===== config.mk =====
export PLATFORM = sky130hd
export DESIGN_NAME = calc2_req_issuer
export DESIGN_NICKNAME = d
export VERILOG_FILES = /design/src/rtl/calc2_pkg.sv /design/src/rtl/calc2_tag_pool.sv /design/src/rtl/calc2_req_issuer.sv
export SDC_FILE = /design/constraint.sdc
export NUM_CORES = 1
export LEC_CHECK = 0
export ABC_AREA = 1
export CORE_AREA = 3 3 103 105
export CTS_BUF_LIST = sky130_fd_sc_hd__clkbuf_8
export CTS_CLUSTER_DIAMETER = 100
export DETAILED_ROUTE_END_ITERATION = 10
export DIE_AREA = 0 0 106 108
export PLACE_DENSITY = 0.87
export SYNTH_ARGS = -nofsm -noshare
export SYNTH_HDL_FRONTEND = slang
export SYNTH_SLANG_ARGS = --single-unit

===== constraint.sdc =====
create_clock -name c_clk -period 5.6 [get_ports c_clk]
set_input_delay 0.56 -clock c_clk [delete_from_list [all_inputs] [get_ports c_clk]]
set_output_delay 0.56 -clock c_clk [all_outputs]
set_load 0.02 [all_outputs]

===== src/rtl/calc2_pkg.sv =====
// rtl/calc2_pkg.sv - shared encodings, sizes and FSM state type for the calc2 request issuer
package calc2_pkg;

    localparam logic [3:0] CMD_NOP = 4'b0000;
    localparam logic [3:0] CMD_ADD = 4'b0001;
    localparam logic [3:0] CMD_SUB = 4'b0010;
    localparam logic [3:0] CMD_SHL = 4'b0101;
    localparam logic [3:0] CMD_SHR = 4'b0110;

    localparam logic [1:0] RESP_NONE = 2'b00;
    localparam logic [1:0] RESP_OK   = 2'b01;
    localparam logic [1:0] RESP_OVF  = 2'b10;
    localparam logic [1:0] RESP_INV  = 2'b11;

    localparam int TAG_W         = 2;
    localparam int NUM_TAGS      = 4;
    localparam int TIMEOUT_LIMIT = 255;
    localparam int AGE_W         = 8;

    typedef enum logic [1:0] {
        ST_IDLE,
        ST_SEND_OP1,
        ST_SEND_OP2
    } state_t;

    // Index of the lowest set bit; 0 when no bit is set.
    function automatic logic [TAG_W-1:0] lowest_set(input logic [NUM_TAGS-1:0] v);
        logic [TAG_W-1:0] r;
        r = '0;
        for (int i = NUM_TAGS - 1; i >= 0; i--) begin
            if (v[i]) r = i[TAG_W-1:0];
        end
        return r;
    endfunction

endpackage


===== src/rtl/calc2_tag_pool.sv =====
// rtl/calc2_tag_pool.sv - busy bitmap, lowest-free tag allocator and optional age timeouts (CALC2_TIMEOUT_EN)
module calc2_tag_pool
    import calc2_pkg::*;
(
    input  logic                clk,
    input  logic                rst,
    input  logic                alloc_en,
    input  logic                free_en,
    input  logic [TAG_W-1:0]    free_tag,
    input  logic                to_take,
    output logic [TAG_W-1:0]    alloc_tag,
    output logic                any_free,
    output logic [NUM_TAGS-1:0] busy,
    output logic                to_valid,
    output logic [TAG_W-1:0]    to_tag
);

    logic [NUM_TAGS-1:0] alloc_mask;
    logic [NUM_TAGS-1:0] free_mask;
    logic [NUM_TAGS-1:0] to_hit;

    assign alloc_tag  = lowest_set(~busy);
    assign any_free   = ~&busy;
    assign alloc_mask = alloc_en ? (NUM_TAGS'(1) << alloc_tag) : '0;
    assign free_mask  = free_en ? (NUM_TAGS'(1) << free_tag) : '0;

    // Allocation only ever targets a tag that is free in the registered map,
    // so freeing a different tag in the same cycle never collides with it.
    always_ff @(posedge clk or posedge rst) begin
        if (rst) begin
            busy <= '0;
        end else begin
            busy <= (busy & ~free_mask & ~to_hit) | alloc_mask;
        end
    end

`ifdef CALC2_TIMEOUT_EN
    logic [AGE_W-1:0]    age [NUM_TAGS];
    logic [NUM_TAGS-1:0] to_pend;
    logic [NUM_TAGS-1:0] to_cand;
    logic [NUM_TAGS-1:0] to_sel;

    // A real response on the same tag wins; the expiring timeout is dropped.
    always_comb begin
        to_hit = '0;
        for (int i = 0; i < NUM_TAGS; i++) begin
            to_hit[i] = busy[i] && (age[i] == AGE_W'(TIMEOUT_LIMIT)) && !free_mask[i];
        end
    end

    assign to_cand  = to_pend | to_hit;
    assign to_valid = |to_cand;
    assign to_tag   = lowest_set(to_cand);
    assign to_sel   = (to_take && to_valid) ? (NUM_TAGS'(1) << to_tag) : '0;

    always_ff @(posedge clk or posedge rst) begin
        if (rst) begin
            to_pend <= '0;
            for (int i = 0; i < NUM_TAGS; i++) age[i] <= '0;
        end else begin
            to_pend <= to_cand & ~to_sel;
            for (int i = 0; i < NUM_TAGS; i++) begin
                if (alloc_mask[i]) begin
                    age[i] <= '0;
                end else if (busy[i] && age[i] != AGE_W'(TIMEOUT_LIMIT)) begin
                    age[i] <= age[i] + AGE_W'(1);
                end
            end
        end
    end
`else
    logic unused_to_take;

    assign unused_to_take = to_take;
    assign to_hit         = '0;
    assign to_valid       = 1'b0;
    assign to_tag         = '0;
`endif

endmodule


===== src/rtl/calc2_req_issuer.sv =====
// rtl/calc2_req_issuer.sv - two-beat calculator request issuer with tagged completions; CALC2_TIMEOUT_EN adds tag timeouts
module calc2_req_issuer
    import calc2_pkg::*;
(
    input  logic        c_clk,
    input  logic        reset,
    input  logic        host_valid,
    output logic        host_ready,
    input  logic [0:3]  host_cmd,
    input  logic [0:31] host_data1,
    input  logic [0:31] host_data2,
    output logic [0:3]  req_cmd_out,
    output logic [0:31] req_data_out,
    output logic [0:1]  req_tag_out,
    input  logic [0:1]  out_resp,
    input  logic [0:1]  out_tag,
    input  logic [0:31] out_data,
    output logic        cmpl_valid,
    output logic [0:1]  cmpl_resp,
    output logic [0:1]  cmpl_tag,
    output logic [0:31] cmpl_data,
    output logic        cmpl_timeout,
    output logic        err_spurious
);

    state_t              state;
    logic [0:31]         data2_q;
    logic [TAG_W-1:0]    alloc_tag;
    logic                any_free;
    logic [NUM_TAGS-1:0] busy;
    logic                to_valid;
    logic [TAG_W-1:0]    to_tag;
    logic                accept;
    logic                resp_hit;

    // Gated by reset so the host sees not-ready throughout reset, ready right after.
    assign host_ready = !reset && (state == ST_IDLE) && any_free;
    assign accept     = host_valid && host_ready;
    assign resp_hit   = (out_resp != RESP_NONE);

    calc2_tag_pool u_tag_pool (
        .clk       (c_clk),
        .rst       (reset),
        .alloc_en  (accept),
        .free_en   (resp_hit),
        .free_tag  (out_tag),
        .to_take   (!resp_hit),
        .alloc_tag (alloc_tag),
        .any_free  (any_free),
        .busy      (busy),
        .to_valid  (to_valid),
        .to_tag    (to_tag)
    );

    // Beat 1 is loaded on the accepting edge so it appears one cycle after acceptance.
    always_ff @(posedge c_clk or posedge reset) begin
        if (reset) begin
            state        <= ST_IDLE;
            req_cmd_out  <= CMD_NOP;
            req_data_out <= '0;
            req_tag_out  <= '0;
            data2_q      <= '0;
        end else begin
            case (state)
                ST_IDLE: begin
                    if (accept) begin
                        state        <= ST_SEND_OP1;
                        req_cmd_out  <= host_cmd;
                        req_data_out <= host_data1;
                        req_tag_out  <= alloc_tag;
                        data2_q      <= host_data2;
                    end else begin
                        req_cmd_out  <= CMD_NOP;
                        req_data_out <= '0;
                        req_tag_out  <= '0;
                    end
                end
                ST_SEND_OP1: begin
                    state        <= ST_SEND_OP2;
                    req_cmd_out  <= CMD_NOP;
                    req_data_out <= data2_q;
                end
                ST_SEND_OP2: begin
                    state        <= ST_IDLE;
                    req_cmd_out  <= CMD_NOP;
                    req_data_out <= '0;
                    req_tag_out  <= '0;
                end
                default: begin
                    state        <= ST_IDLE;
                    req_cmd_out  <= CMD_NOP;
                    req_data_out <= '0;
                    req_tag_out  <= '0;
                end
            endcase
        end
    end

    // Real responses take priority; a pending timeout waits in the pool.
    always_ff @(posedge c_clk or posedge reset) begin
        if (reset) begin
            cmpl_valid   <= 1'b0;
            cmpl_resp    <= RESP_NONE;
            cmpl_tag     <= '0;
            cmpl_data    <= '0;
            err_spurious <= 1'b0;
        end else if (resp_hit) begin
            cmpl_valid <= 1'b1;
            cmpl_resp  <= out_resp;
            cmpl_tag   <= out_tag;
            cmpl_data  <= out_data;
            if (!busy[out_tag]) err_spurious <= 1'b1;
        end else if (to_valid) begin
            cmpl_valid <= 1'b1;
            cmpl_resp  <= RESP_NONE;
            cmpl_tag   <= to_tag;
            cmpl_data  <= '0;
        end else begin
            cmpl_valid <= 1'b0;
        end
    end

`ifdef CALC2_TIMEOUT_EN
    always_ff @(posedge c_clk or posedge reset) begin
        if (reset) begin
            cmpl_timeout <= 1'b0;
        end else begin
            cmpl_timeout <= !resp_hit && to_valid;
        end
    end
`else
    assign cmpl_timeout = 1'b0;
`endif

endmodule

Word-level counts from Yosys, hierarchy flattened:

Cells that the tools add are included.
Widths: inputs -> output; s select.

* register bits after elaboration: 114
* bits in latches: 0
* RAM bits: 0
* bits in read-only memories: 0
* bits of input ports: 107
* output and inout bits: 78
* word-level logic and storage cells: 48
* memories kept: 0

* add/sub/neg operators: 0
* $mul: 0
* div/mod/pow operators: 0
* $lt $le $gt $ge: 1
* equal/unequal tests: 2
* shifts and indexed selects: 2
* muxes and demuxes: 17
* bitwise operators: 5
* reductions and logical operators: 10

Operator list (number)
* $pmux 32 s2: 1
* $mux 32: 1
* $mux 4: 4
* $mux 2: 6
* $not 4->4: 2
* $pmux 2 s2: 2
* $shl 1x2->4 const A: 2
* $and 4x4->4: 1
* $or 4x4->4: 1
* $reduce_and 2->1: 2
* $reduce_and 4->1: 1
* $logic_and 1x1->1: 3
* $lt 2x3->1 const B: 1
* $bmux 1 s2: 1
* $eq 2x1->1 const B: 1
* $logic_not 1->1: 2
* $logic_not 2->1: 1
* $mux 1: 2
* $ne 2x1->1 const B: 1
* $reduce_bool 2->1: 1
* $not 1->1: 1

Logic depth before layout (Yosys ltp):

* depth in word-level cells: 8
* depth in mapped cells: 9
* mapped depth without buffers: 6

Hierarchy:

Synthesis repeated with hierarchy kept, for this count alone.

* cells, all modules: 518
* area, all modules: 4543.1 um^2

Modules (own cells, without submodules)
* calc2_req_issuer: times used 1, cells an instance 478, area each 4272.8 um^2
* calc2_tag_pool: times used 1, cells an instance 40, area each 270.3 um^2

Worst setup path before layout:

No wires, ideal clock.

* kind: input port to output port
* start: input reset
* end: output host_ready
* arrival time: 3.661 ns
* data required time: 5.040 ns
* setup slack: 1.379 ns
* stages on the path: 4
* path through: inv_1 > nand3_1 > nor2_2 > buf_4

* longest elaborated chain between the ends: 3

Ends and longest elaborated chain
* start: declaration: RTL line calc2_req_issuer.sv:6 `input logic reset,`
* $logic_not 1->1 (no line)
* $logic_and 1x1->1 (2 in a row): RTL line calc2_req_issuer.sv:37 `assign host_ready = !reset && (state == ST_IDLE) && any_free;`
* end: declaration: RTL line calc2_req_issuer.sv:8 `output logic host_ready,`

No other way between the ends.

Final worst setup path:

Ends and elaborated chain as after synthesis.

==> summary.md <==
| Metric | Value |
|---|---|
| Status | finished clean |
| Worst-skew pair later-pin latency | ~0.42 ns |
| Share of cells above drive strength 1 | 0.0966 |
| FF+latch count, synth | 114 |
| Worst EP required | a little over 5 ns |
| I/O pin cnt | ~190 |
| CTS resizes | 0 |
| GR Overflow Total | 0 |
| Total GRT Usage | 0.225 |
| Synth top area cells | dfrtp_1 (59%), nand2_1 (15%), o21bai_2 (5.9%), inv_1 (5.4%), nand3_1 (4.4%) |
| Clock sink count | about 110 |
| Critical path startpoint category | primary input |
| CTS tree | done |
| Root Driver | clkbuf_8 |
| Worst-case clock buffer depth | 2 |
| Max Fclk | between 300 and 400 MHz |
| Initial antenna violation count | 0 |
| Synth-to-layout area growth | 48.1% |
| DR vias/cell | 4.74 |
| Post-CTS Setup Bufs | 0 |
| Slew Limit Headroom | 0.230 |
| Net Sw Power | 588 uW |
| DRT Pass-1 Iters | 4 |
| Total power | around 2.2 mW |
| Largest net degree at the start of global routing | 76 |
| Reg-to-Reg End | data2_q[7] |
| Syn_nets | 640 |
| PwrDens | ~310 mW/mm2 |
| Worst-Margin Slew | between 1 and 1.5 ns |
| YS warnings | 0 |
| Final worst path period need | approximately 2.9 ns |
| Core ar. | 0.00973 mm2 |
| Max VDD drop | 0.000154 V |
| Global placement routability congestion | between 0.8 and 0.9 |
| Final std cells w/o fill | around 860 |
| Hold_sp | data2_q[3] |
| Switching Fraction | 0.263 |
| Top cell type's share of synthesized area | 0.595 |
| Most common cell after layout, fill and taps aside | nand2_1 |
| Remaining antenna violation count after routing | 0 |
| Clock network power share | 0.379 |
| # diodes | 0 |
| Endpoints failing setup | 0 |
| Chip height | roughly 110 um |
| Clock transition at path regs | roughly 0.06 ns |
| Die W | approximately 110 um |
| Worst setup path startpoint | reset |
| Final HPWL DP | approximately 9000 um |
| Drt drc | 0 |
| Setup CP Type | in2out |
| # hold bufs at CTS | 0 |
| Die area | ~0.011 mm2 |
| Final wirelength | 12600 um |
| Setup WS pre-CTS | between 2 and 3 ns |
| Sequential Power Share | 0.433 |
| Netlist area before placement | about 0.0048 mm2 |
| DRT iter0 DRCs | about 190 |
| R2R Setup Slk | ~3.5 ns |
| RSZ-0062 raised after global routing | no |
| CP Max Fanout | 41 |
| Clk_skew | between 0.008 and 0.009 ns |
| Drt wl/cell | 14.6 um |
| Cells after Synth | 533 |
| Final #Nets | 820 |
| Final hold vios | 0 |
| Most area-hungry cell type in the Yosys netlist | dfrtp_1 |
| Avg Cell Area, Syn | between 9 and 10 um2 |
| Most frequent cells in the layout | nand2_1 (193), clkdlybuf4s50_1 (183), dfrtp_1 (114) |
| Int Pwr | ~1.6 mW |
| Total CTS buffers | 17 |
| Multi-input combinational cell area | around 0.0015 mm2 |
| Area occupied by registers | about 0.0029 mm2 |
| Finished Cell Area | around 0.0071 mm2 |
| Endpoint class of the critical path | output port |
| Hold WS | about 0.47 ns |
| Cells on Worst Hold Path | 2 |
| Initial Utilization | 0.493 |
| Setup TNS | 0 ns |
| Vias | 4069 |
| Leak Pwr | roughly 3.7 nW |
| Final setup margin | about 2.7 ns |
| Comb pwr share | 0.187 |
| First-pass GRT wire length | 20000 um |
| Final worst path period share | 0.521 |
| CTS H-Tree Depth | 4 |
| Vias in the first global route | ~4100 |
| FF-to-FF path depth | 7 |
| Count of input and output buffers | roughly 180 |
| Worst Path Arrival | between 2 and 2.5 ns |
| R2r startpoint | state[0] |
| Library cells used by synthesis | 24 |
| Sequential fraction of the synthesis area | 0.595 |
| Max-cap viol count | 0 |
| Util after Layout | 0.730 |
| Worst hold path endpoint | data2_q[3] |
| Final Max Slew Viols | 0 |
| Fillcell total | ~700 |
| Core Rows | 36 |
| Hold Crit Class | reg2reg |
| Area after DPL | 0.00666 mm2 |
| Placed insts | approximately 830 |
how the worst max path moves through the flow:
stage	endpoint	cells past startpoint
2_1_floorplan	host_ready	4
3_3_place_gp	host_ready	5
3_5_place_dp	host_ready	5
4_1_cts	host_ready	5
5_1_grt	host_ready	5
6_report	host_ready	5
final cells by class:
class                           count  share of cell area
Tap cell                          133              0.0234
Inverter                           74              0.0394
Sequential cell                   114               0.401
Multi-Input combinational cell    319               0.211
Timing Repair Buffer              187               0.262
Clock buffer                       21              0.0407
Clock inverter                     10              0.0220
cell usage after synthesis:
| cell type | n |
|---|---|
| nand2_1 | 193 |
| dfrtp_1 | 114 |
| inv_1 | 69 |
| nand3_1 | 42 |
| nor2_1 | 37 |
| o21bai_2 | 25 |
| buf_2 | 9 |
| buf_6 | 6 |
| buf_4 | 5 |
| clkbuf_1 | 5 |
| inv_2 | 4 |
| o21bai_1 | 4 |
| nand2_2 | 3 |
| nand4_1 | 3 |
| o21ai_0 | 3 |
| a21oi_1 | 2 |
| nor2_2 | 2 |
| a31oi_1 | 1 |
| buf_1 | 1 |
| clkinv_1 | 1 |
| conb_1 | 1 |
| nand3_2 | 1 |
| nand3b_1 | 1 |
| o211ai_1 | 1 |
per-layer routing:
layer,part of all wire,up-vias,track usage
met1,0.38,1933,0.256
met2,0.53,135,0.398
li1,-,1967,-
met4,0.042,0,0.111
met5,0,-,0
met3,0.050,34,0.0567
state kept, by name, indices dropped and copies added (netlist names):
signal,cells
req_tag_out,2
cmpl_resp,2
u_tag_pool.busy,4
req_cmd_out,4
err_spurious,1
req_data_out,32
cmpl_valid,1
data2_q,32
state,2
cmpl_tag,2
cmpl_data,32
logic make-up (layout without fill, tap and decap cells):
logic type             count (synthesis)  in the layout  synth area share
buffers and inverters                100            292            0.0939
AND/OR/NAND/NOR                      282            282             0.238
other                                  1              1          0.000782
flip-flops                           114            114             0.595
AO/OA/AOI/OAI                         36             36            0.0730
critical path, cell delays in order:
cell,delay [ns]
clkdlybuf4s50_1,0.47
inv_4,0.40
nand3_1,0.15
nor2_2,0.13
clkdlybuf4s50_1,0.62
power by group through the flow:
| stage | logic, mW | clock network [mW] | registers (mW) |
|---|---|---|---|
| after floorplan | 0.174 | 0 | 1.03 |
| after CTS | 0.423 | 0.860 | 0.968 |
| after global routing | 0.460 | 0.894 | 0.979 |
| final | 0.418 | 0.848 | 0.968 |
| after global placement | 0.407 | 0 | 0.979 |
| after detailed placement | 0.421 | 0 | 0.982 |
Note: power is estimated with default switching activity, not from simulation.
